## src/rtl/vend_pkg.sv

```systemverilog
// Shared types and constants for the vending purchase stage: FSM states,
// mode and error encodings, and the coin denomination decode.
package vend_pkg;

    typedef enum logic [2:0] {
        ST_IDLE     = 3'd0,
        ST_CREDIT   = 3'd1,
        ST_CHECK    = 3'd2,
        ST_DISPENSE = 3'd3,
        ST_CHANGE   = 3'd4
    } state_e;

    localparam logic [1:0] MODE_CHARGE   = 2'b01;
    localparam logic [1:0] MODE_PURCHASE = 2'b10;

    localparam logic [1:0] ERR_NONE     = 2'b00;
    localparam logic [1:0] ERR_BAD_SEL  = 2'b01;
    localparam logic [1:0] ERR_SOLD_OUT = 2'b10;
    localparam logic [1:0] ERR_FUNDS    = 2'b11;

    function automatic logic [7:0] coin_value(input logic [1:0] code);
        case (code)
            2'b00:   return 8'd1;
            2'b01:   return 8'd2;
            2'b10:   return 8'd5;
            default: return 8'd10;
        endcase
    endfunction

endpackage

```

## src/rtl/vend_slot_mux.sv

```systemverilog
// Combinational slot access: extracts stock and price for a 1-based slot index
// and builds the inventory word with that slot's stock decremented.
module vend_slot_mux #(
    parameter int NUM_GOODS = 5,
    parameter int CNT_W     = 4,
    parameter int PRICE_W   = 8
) (
    input  logic [NUM_GOODS*CNT_W-1:0]   inv_i,
    input  logic [NUM_GOODS*PRICE_W-1:0] price_all_i,
    input  logic [2:0]                   idx_i,
    output logic                         hit_o,
    output logic [CNT_W-1:0]             stock_o,
    output logic [PRICE_W-1:0]           price_o,
    output logic [NUM_GOODS*CNT_W-1:0]   inv_dec_o
);

    // Index 0 and indices above NUM_GOODS match no slot, so hit_o stays low.
    always_comb begin
        hit_o     = 1'b0;
        stock_o   = '0;
        price_o   = '0;
        inv_dec_o = inv_i;
        for (int k = 0; k < NUM_GOODS; k++) begin
            if (idx_i == 3'(k + 1)) begin
                hit_o   = 1'b1;
                stock_o = inv_i[k*CNT_W +: CNT_W];
                price_o = price_all_i[k*PRICE_W +: PRICE_W];
                inv_dec_o[k*CNT_W +: CNT_W] = inv_i[k*CNT_W +: CNT_W] - CNT_W'(1);
            end
        end
    end

endmodule

```

## src/rtl/vend_purchase.sv

```systemverilog
// Customer-side purchase stage: accumulates coin credit, validates a selection
// against stock and price, writes back decremented inventory, dispenses and returns change.
module vend_purchase
    import vend_pkg::*;
#(
    parameter int NUM_GOODS   = 5,
    parameter int CNT_W       = 4,
    parameter int PRICE_W     = 8,
    parameter int TIMEOUT_CYC = 1000
) (
    input  logic                         clk,
    input  logic                         rst_n,
    input  logic [1:0]                   mode_i,
    input  logic                         coin_valid_i,
    input  logic [1:0]                   coin_val_i,
    input  logic                         select_valid_i,
    input  logic [2:0]                   select_idx_i,
    input  logic                         cancel_i,
    input  logic [NUM_GOODS*CNT_W-1:0]   inv_in_i,
    input  logic [NUM_GOODS*PRICE_W-1:0] price_all_i,
    input  logic                         dispense_ready_i,
    input  logic                         change_ready_i,
    output logic [NUM_GOODS*CNT_W-1:0]   inv_out_o,
    output logic                         inv_we_o,
    output logic [PRICE_W-1:0]           credit_o,
    output logic                         coin_reject_o,
    output logic                         dispense_valid_o,
    output logic [2:0]                   dispense_idx_o,
    output logic                         change_valid_o,
    output logic [PRICE_W-1:0]           change_amt_o,
    output logic                         error_o,
    output logic [1:0]                   err_code_o,
    output logic                         busy_o,
    output logic [2:0]                   dbg_state_o
);

    localparam int TMO_W = $clog2(TIMEOUT_CYC);

    state_e                       state_q, state_d;
    logic [PRICE_W-1:0]           credit_q, credit_d;
    logic [2:0]                   idx_q, idx_d;
    logic [TMO_W-1:0]             tmo_q, tmo_d;
    logic [1:0]                   err_code_q, err_code_d;
    logic                         error_q, error_d;
    logic                         coin_reject_q, coin_reject_d;
    logic                         inv_we_q, inv_we_d;
    logic [NUM_GOODS*CNT_W-1:0]   inv_out_q, inv_out_d;

    logic                         slot_hit;
    logic [CNT_W-1:0]             slot_stock;
    logic [PRICE_W-1:0]           slot_price;
    logic [NUM_GOODS*CNT_W-1:0]   inv_dec;
    logic [PRICE_W:0]             coin_sum;
    logic [PRICE_W-1:0]           credit_after_coin;

    vend_slot_mux #(
        .NUM_GOODS (NUM_GOODS),
        .CNT_W     (CNT_W),
        .PRICE_W   (PRICE_W)
    ) u_slot_mux (
        .inv_i       (inv_in_i),
        .price_all_i (price_all_i),
        .idx_i       (idx_q),
        .hit_o       (slot_hit),
        .stock_o     (slot_stock),
        .price_o     (slot_price),
        .inv_dec_o   (inv_dec)
    );

    assign coin_sum = {1'b0, credit_q} + {1'b0, PRICE_W'(coin_value(coin_val_i))};

    always_comb begin
        state_d           = state_q;
        credit_d          = credit_q;
        idx_d             = idx_q;
        tmo_d             = '0;
        err_code_d        = err_code_q;
        error_d           = 1'b0;
        coin_reject_d     = 1'b0;
        inv_we_d          = 1'b0;
        inv_out_d         = inv_out_q;
        credit_after_coin = credit_q;

        case (state_q)
            ST_IDLE: begin
                if (coin_valid_i && mode_i == MODE_PURCHASE) begin
                    credit_d = PRICE_W'(coin_value(coin_val_i));
                    state_d  = ST_CREDIT;
                end
            end
            ST_CREDIT: begin
                tmo_d = tmo_q + 1'b1;
                // A coin in the same cycle as cancel/select is credited first.
                if (coin_valid_i) begin
                    tmo_d = '0;
                    if (coin_sum[PRICE_W]) coin_reject_d = 1'b1;
                    else credit_after_coin = coin_sum[PRICE_W-1:0];
                end
                credit_d = credit_after_coin;
                if (cancel_i) begin
                    state_d = (credit_after_coin != '0) ? ST_CHANGE : ST_IDLE;
                end else if (select_valid_i) begin
                    idx_d   = select_idx_i;
                    tmo_d   = '0;
                    state_d = ST_CHECK;
                end else if (!coin_valid_i && tmo_q == TMO_W'(TIMEOUT_CYC - 1)) begin
                    state_d = (credit_after_coin != '0) ? ST_CHANGE : ST_IDLE;
                end
                if (state_d != ST_CREDIT) tmo_d = '0;
            end
            ST_CHECK: begin
                if (!slot_hit) begin
                    err_code_d = ERR_BAD_SEL;
                end else if (slot_stock == '0) begin
                    err_code_d = ERR_SOLD_OUT;
                end else if (credit_q < slot_price) begin
                    err_code_d = ERR_FUNDS;
                end
                if (!slot_hit || slot_stock == '0 || credit_q < slot_price) begin
                    error_d = 1'b1;
                    state_d = ST_CREDIT;
                end else begin
                    credit_d  = credit_q - slot_price;
                    inv_out_d = inv_dec;
                    inv_we_d  = 1'b1;
                    state_d   = ST_DISPENSE;
                end
            end
            // Dispense and change use valid/ready: the request is held stable
            // until ready is seen high on a rising edge, which completes the transfer.
            ST_DISPENSE: begin
                if (dispense_ready_i) state_d = (credit_q != '0) ? ST_CHANGE : ST_IDLE;
            end
            ST_CHANGE: begin
                if (change_ready_i) begin
                    credit_d = '0;
                    state_d  = ST_IDLE;
                end
            end
            default: state_d = ST_IDLE;
        endcase

        if (state_d == ST_IDLE) err_code_d = ERR_NONE;
    end

    always_ff @(posedge clk or negedge rst_n) begin
        if (!rst_n) begin
            state_q       <= ST_IDLE;
            credit_q      <= '0;
            idx_q         <= '0;
            tmo_q         <= '0;
            err_code_q    <= ERR_NONE;
            error_q       <= 1'b0;
            coin_reject_q <= 1'b0;
            inv_we_q      <= 1'b0;
            inv_out_q     <= '0;
        end else begin
            state_q       <= state_d;
            credit_q      <= credit_d;
            idx_q         <= idx_d;
            tmo_q         <= tmo_d;
            err_code_q    <= err_code_d;
            error_q       <= error_d;
            coin_reject_q <= coin_reject_d;
            inv_we_q      <= inv_we_d;
            inv_out_q     <= inv_out_d;
        end
    end

    assign dispense_valid_o = (state_q == ST_DISPENSE);
    assign dispense_idx_o   = dispense_valid_o ? idx_q : 3'd0;
    assign change_valid_o   = (state_q == ST_CHANGE);
    assign change_amt_o     = change_valid_o ? credit_q : '0;
    assign inv_out_o        = inv_out_q;
    assign inv_we_o         = inv_we_q;
    assign credit_o         = credit_q;
    assign coin_reject_o    = coin_reject_q;
    assign error_o          = error_q;
    assign err_code_o       = err_code_q;
    assign busy_o           = (state_q != ST_IDLE);
    assign dbg_state_o      = state_q;

endmodule

```

## config.mk

```make
export PLATFORM = sky130hd
export DESIGN_NAME = vend_purchase
export DESIGN_NICKNAME = d
export VERILOG_FILES = /design/src/rtl/vend_pkg.sv /design/src/rtl/vend_slot_mux.sv /design/src/rtl/vend_purchase.sv
export SDC_FILE = /design/constraint.sdc
export NUM_CORES = 1
export LEC_CHECK = 0
export CORE_UTILIZATION = 51
export CTS_BUF_LIST = sky130_fd_sc_hd__clkbuf_8 sky130_fd_sc_hd__clkbuf_16
export DETAILED_ROUTE_END_ITERATION = 10
export GPL_TIMING_DRIVEN = 0
export HOLD_SLACK_MARGIN = 0.05
export PLACE_DENSITY = 0.87
export SLEW_MARGIN = 20
export SYNTH_ARGS = -nofsm -noshare
export SYNTH_HDL_FRONTEND = slang
export SYNTH_SLANG_ARGS = --single-unit
```

## constraint.sdc

```tcl
create_clock -name clk -period 6.5 [get_ports clk]
set_input_delay 0.975 -clock clk [delete_from_list [all_inputs] [get_ports clk]]
set_output_delay 0.975 -clock clk [all_outputs]
set_load 0.01 [all_outputs]
```

# Yosys cells after proc, flatten, opt, wreduce, memory -nomap -nowiden
# Index checks and enable logic that the tools add are counted.
# totals
elab_cells	115
regBits	49
out_inout_bits	50
input_bits	74
# classes
order_cmp	1
n_mux	58
n_eq_ne	18
n_bitwise	2
reduce_logical	19
add_sub_neg	8
# ops
cell	count
2-to-1 mux 8 bit	12
2-to-1 mux 10 bit	5
2-to-1 mux 4 bit	10
one-hot mux 8 bit (4 select lines)	1
2-to-1 mux 3 bit	10
subtractor 4 x 1 -> 4 bit (second input constant)	5
nonzero test 8 bit	2
one-hot mux 3 bit (5 select lines)	1
equality test 3 x 2 -> 1 bit (second input constant)	4
2-to-1 mux 1 bit	12
2-to-1 mux 2 bit	6
one-hot mux 4 bit (3 select lines)	1
adder 10 x 1 -> 10 bit (second input constant)	1
equality test 10 bit (second input constant)	1
adder 8 x 8 -> 9 bit	1
equality test 3 bit (second input constant)	3
less-than comparator 8 bit	1
subtractor 8 bit	1
equality test 3 x 1 -> 1 bit (second input constant)	2
zero test 3 bit	2
inequality test 2 bit (second input constant)	3
equality test 2 bit (second input constant)	2
zero test 4 bit	1
inequality test 4 x 1 -> 1 bit (second input constant)	1
other kinds (13)	18

# Depth between registers and ports, before layout
# depth
depth_word	16
mapped_depth	16
ltp_nobuf	12

# Modules after synthesis
# Synthesis repeated with hierarchy kept, for this count alone.
# unflattened
hier_cells	443
area_unflattened_um2	4127.7
# by_module_without_submodules
mod	seq_area_each_um2	n_inst	area_per_inst_um2	cells_per_inst
vend_purchase	1226.2	1	3194.3	310
vend_slot_mux	0.0	1	933.4	133

# Least setup slack after synthesis
# OpenSTA, ideal clock, no wires.
# synth_timing
path_kind	input-to-reg
startpoint	input price_all_i[16]
endpoint	register inv_out_q[10], in the netlist inv_out_o[10]
path_buffers	1
required_ns	6.375
arrival_time_ns	3.396
setup_time_ns	0.125
cell_stages	12
setup_slack_ns	2.979
cell_sequence	mux2_2 -> a31oi_1 -> a21oi_1 -> ha_1 -> fa_1 -> nor2b_1 -> o21ai_0 -> a31oi_1 -> nand2_1 -> nor3_4 -> buf_6 -> mux2_4
# synth_between
elab_chain_len	7
# synth_lines
element	line	rtl
start: declaration	vend_purchase.sv:20	input logic [NUM_GOODS*PRICE_W-1:0] price_all_i,
2-to-1 mux 8 bit (3 in series)	vend_slot_mux.sv:24	if (idx_i == 3'(k + 1)) begin
less-than comparator 8 bit	vend_purchase.sv:119	if (!slot_hit || slot_stock == '0 || credit_q < slot_price) begin
logical OR 1 bit	vend_purchase.sv:119	
inverter 1 bit (no source line)	--	
AND reduction 2 bit (no source line)	--	
end signal: assignment	vend_purchase.sv:166	inv_out_q <= inv_out_d;
end: declaration	vend_purchase.sv:47	logic [NUM_GOODS*CNT_W-1:0] inv_out_q, inv_out_d;
# Every way passes these cells.
# A chain may end at the register's enable or synchronous reset.

# Worst setup path after layout
# layout_timing
startpoint	register idx_q[0]
endpoint	register credit_q[5], in the netlist credit_o[5]
# layout_between
elab_chain_len	11
elab_cells_between_ends	30
classes_between	add/sub: 1; order compare: 1; eq/ne: 6; mux: 17; reduce/logical: 5
# layout_lines
element	line	rtl
start: declaration	vend_purchase.sv:41	logic [2:0] idx_q, idx_d;
start signal: assignment	vend_purchase.sv:160	idx_q <= idx_d;
parallel branches: the longest is 11 deep, another holds subtractor 8 bit	--	
end signal: assignment	vend_purchase.sv:159	credit_q <= credit_d;
end: declaration	vend_purchase.sv:40	logic [PRICE_W-1:0] credit_q, credit_d;
# Parallel ways; which one is timed is not known. The select of a mux whose other input is x is not followed.

==> impl_results.md <==
* First-pass GRT wire length at 19570 um
* Post-Syn Area at roughly 3900 sq um
* DR top layer: met4
* Final setup margin at between 2 and 2.5 ns
* Synthesized instance count at 445
* CTS clk-pin slew, worst paths at 0.10 ns
* CTS Hold Bufs at 0
* Clock sink count at between 40 and 50
* Max-Cap Viols at 0
* Slowest stage cell, crit path: a31oi_1
* Required time worst endpoint at between 6 and 7 ns
* Final Skew at around 0.0046 ns
* Cell area after layout at roughly 5400 sq um
* Area Overhead vs Synth at 37.20%
* Via count at ~4000
* Post-Syn Nets at 540
* Core Rows at 31
* Critical path class: reg -> reg
* Main synth FF type: dfrtp_1
* Initial drt markers at 304
* Post-synth EDFFs at 0
* WL final at approximately 12000 um
* Count leader, synth: dfrtp_1
* Post-DP HPWL at roughly 9500 um
* Number of global-route vias before repair at around 3900
* # diodes at 0
* Largest net degree at the start of global routing at 33
* All-layer global routing usage at between 20% and 30%
* Number of antenna violations at the first check in global routing at 0
* Largest cells by area after synthesis: dfrtp_1 31%, mux2_4 6.5%, ha_1 6.0%
* Root Buffer: clkbuf_8
* Worst Tran Pin Value at approximately 1.1 ns
* Max-slew violation count at 0
* Flop2flop setup slack at 2.03 ns
* Fin nets at ~670
* Worst IR Drop VDD at 0.1457 mV
* Post-DP Area at between 5000 and 6000 sq um
* Leading area contributor after synthesis: dfrtp_1
* Min Clock Period, post-route at roughly 4.5 ns
* Layout cells sized above 1 at under 10%
* Proportion of netlist area held by the largest area contributor at 31.08%
* Final setup vio count at 0
* Worst Path Buf+Inv at 3
* Starting Density at a little over half
* Worst Path Arrival at 4.65 ns
* # DRC at 0
* Deepest clock path buffer count at 2
* Leak at about 2.2 nW
* Met2 wire len at roughly 6100 um
* Post-DR vias/cell at ~6.0
* Accumulated negative setup slack at 0 ns
* Post-cts resize count at 0
* DR pass1 iterations at 5
* WL/cell at about 18 um
* Wl on met1 at a little over 5000 um
* Cell family with most CP delay: compound AO/OA/AOI/OAI gates
* CTS tree: built
* Worst Hold Class: reg -> reg
* Die area at between 8000 and 9000 sq um
* Mean Syn Cell Area at between 8 and 9 sq um
* Final global-route overflow total at 0
* Crit share post-route at between 60% and 70%
* H-tree levels at 2
* Dpl ws at between 1.5 and 2 ns
* Worst hold slack at approximately 0.51 ns
* Crit-path cells: clkbuf_1, clkbuf_1, buf_1, mux2i_1, a21oi_1, ha_1, fa_1, nor2b_1, o21ai_0, a31oi_1, nand4_1, o21ai_1, a221oi_1
* Crit path launch type: register
* Post-synth top cells: 49 x dfrtp_1, 44 x nor2_1, 32 x a21oi_1, 29 x nand2_1, 26 x inv_1
* Netlist cell types at roughly 60
* TritonCTS Buffers at 5
* Status: finished clean
* Clock Latency Late Sink at approximately 0.31 ns
* Ys async rst share at between 90% and 100%
* RSZ-0062 raised after global routing: no
* Pwr Density at ~320 nW/um^2
* Final antenna-violating net count at 0
* Core box area at between 7000 and 8000 sq um
* Worst-path fanout max at 10
* Slew headroom at around a quarter
* Die Wd at about 90 um
* Post-synthesis register bit count at 49
* Slowest stage delay, CP at ~0.50 ns
* Met3 routed WL at 791 um
* Share of the core filled with cells at ~73%
* Placer Congestion at ~0.97
* Synth warnings at 0
* PortBufs at 123
* IO Pins at between 100 and 150
* Fmax at 223.5 MHz
* Setup crit end kind: register
* Crit-path most repeated cell: clkbuf_1
* Sequential fraction of the synthesis area at roughly 31%
* Post-CTS Setup Bufs at 0
* Final Hold Fails at 0
* Die height at approximately 90 um
## state kept, by name (all words and copies together) (netlist names)
register / flops
coin_reject_o: 1
credit_o: 8
dbg_state_o: 3
err_code_o: 2
error_o: 1
idx_q: 3
inv_out_o: 20
inv_we_o: 1
tmo_q: 10
## worst paths after layout
kind                                           start                        end  depth (start not counted)
worst max-delay path            idx_q[0]$_DFFE_PN0P_    credit_o[5]$_DFFE_PN0P_                         13
worst min-delay path              tmo_q[0]$_DFF_PN0_         tmo_q[0]$_DFF_PN0_                          1
worst max register to register  idx_q[0]$_DFFE_PN0P_    credit_o[5]$_DFFE_PN0P_                         13
worst min register to register    tmo_q[0]$_DFF_PN0_         tmo_q[0]$_DFF_PN0_                          1
max in group asynchronous                      rst_n         tmo_q[6]$_DFF_PN0_                          2
min in group asynchronous                      rst_n  inv_out_o[11]$_DFFE_PN0P_                          1
## layout make-up
class | instances | area [sq um]
Buffer | 19 | 93.84
Clock buffer | 5 | 68.82
Clock inverter | 3 | 28.78
Fill cell | 556 | 1957
Inverter | 27 | 101.3
Multi-Input combinational cell | 350 | 2524
Sequential cell | 49 | 1226
Tap cell | 99 | 123.9
Timing Repair Buffer | 124 | 1246
## logic make-up (layout without fill, tap and decap cells)
| family | after synthesis | after routing | share of synthesized area (%) |
|---|---|---|---|
| AO/OA/AOI/OAI | 105 | 105 | 17.70 |
| XOR/XNOR | 25 | 25 | 5.550 |
| adder cells (fa/ha/maj) | 21 | 21 | 7.041 |
| buffers and inverters | 46 | 178 | 4.947 |
| flip-flops | 49 | 49 | 31.08 |
| multiplexers | 41 | 41 | 13.04 |
| AND/OR/NAND/NOR | 158 | 158 | 20.65 |
## report_power, final
group,internal [W],leakage [nW],switching [W]
Combinational,0.000515,1.53,0.000609
Clock,0.0000808,0.0506,0.000120
Sequential,0.000365,0.664,0.0000656
## per-stage QoR
stage | total power (W) | std cells
2_1_floorplan | 0.001161 | 445
3_3_place_gp | 0.001500 | 667
3_5_place_dp | 0.001530 | 668
4_1_cts | 0.001738 | 676
5_1_grt | 0.001874 | 676
6_report | 0.001755 | 676
## cell usage in the layout (no fill, tap or decap), types with 7 or more instances in the layout
cell type | Yosys | routed
mux2i_1 | 9 | 9
ha_1 | 19 | 19
o211ai_1 | 9 | 9
xnor2_1 | 18 | 18
a221oi_1 | 7 | 7
a21oi_1 | 32 | 32
xor2_1 | 7 | 7
a211oi_1 | 10 | 10
mux2_4 | 17 | 17
o21ai_0 | 17 | 17
nand3_1 | 9 | 9
clkdlybuf4s50_1 | 0 | 122
nor3_1 | 19 | 19
inv_1 | 26 | 26
nand2b_1 | 11 | 11
and3_1 | 9 | 9
mux2_2 | 15 | 15
nand2_1 | 29 | 29
dfrtp_1 | 49 | 49
clkbuf_1 | 13 | 13
nor2_1 | 44 | 44
## per-layer routing
layer / up-vias / GRT usage [%]
li1: 1880 / -
met1: 1901 / 37.39
met2: 216 / 53.33
met3: 32 / 3.638
met4: 0 / 10.35
met5: - / 0
Note: power is estimated with default switching activity, not from simulation.
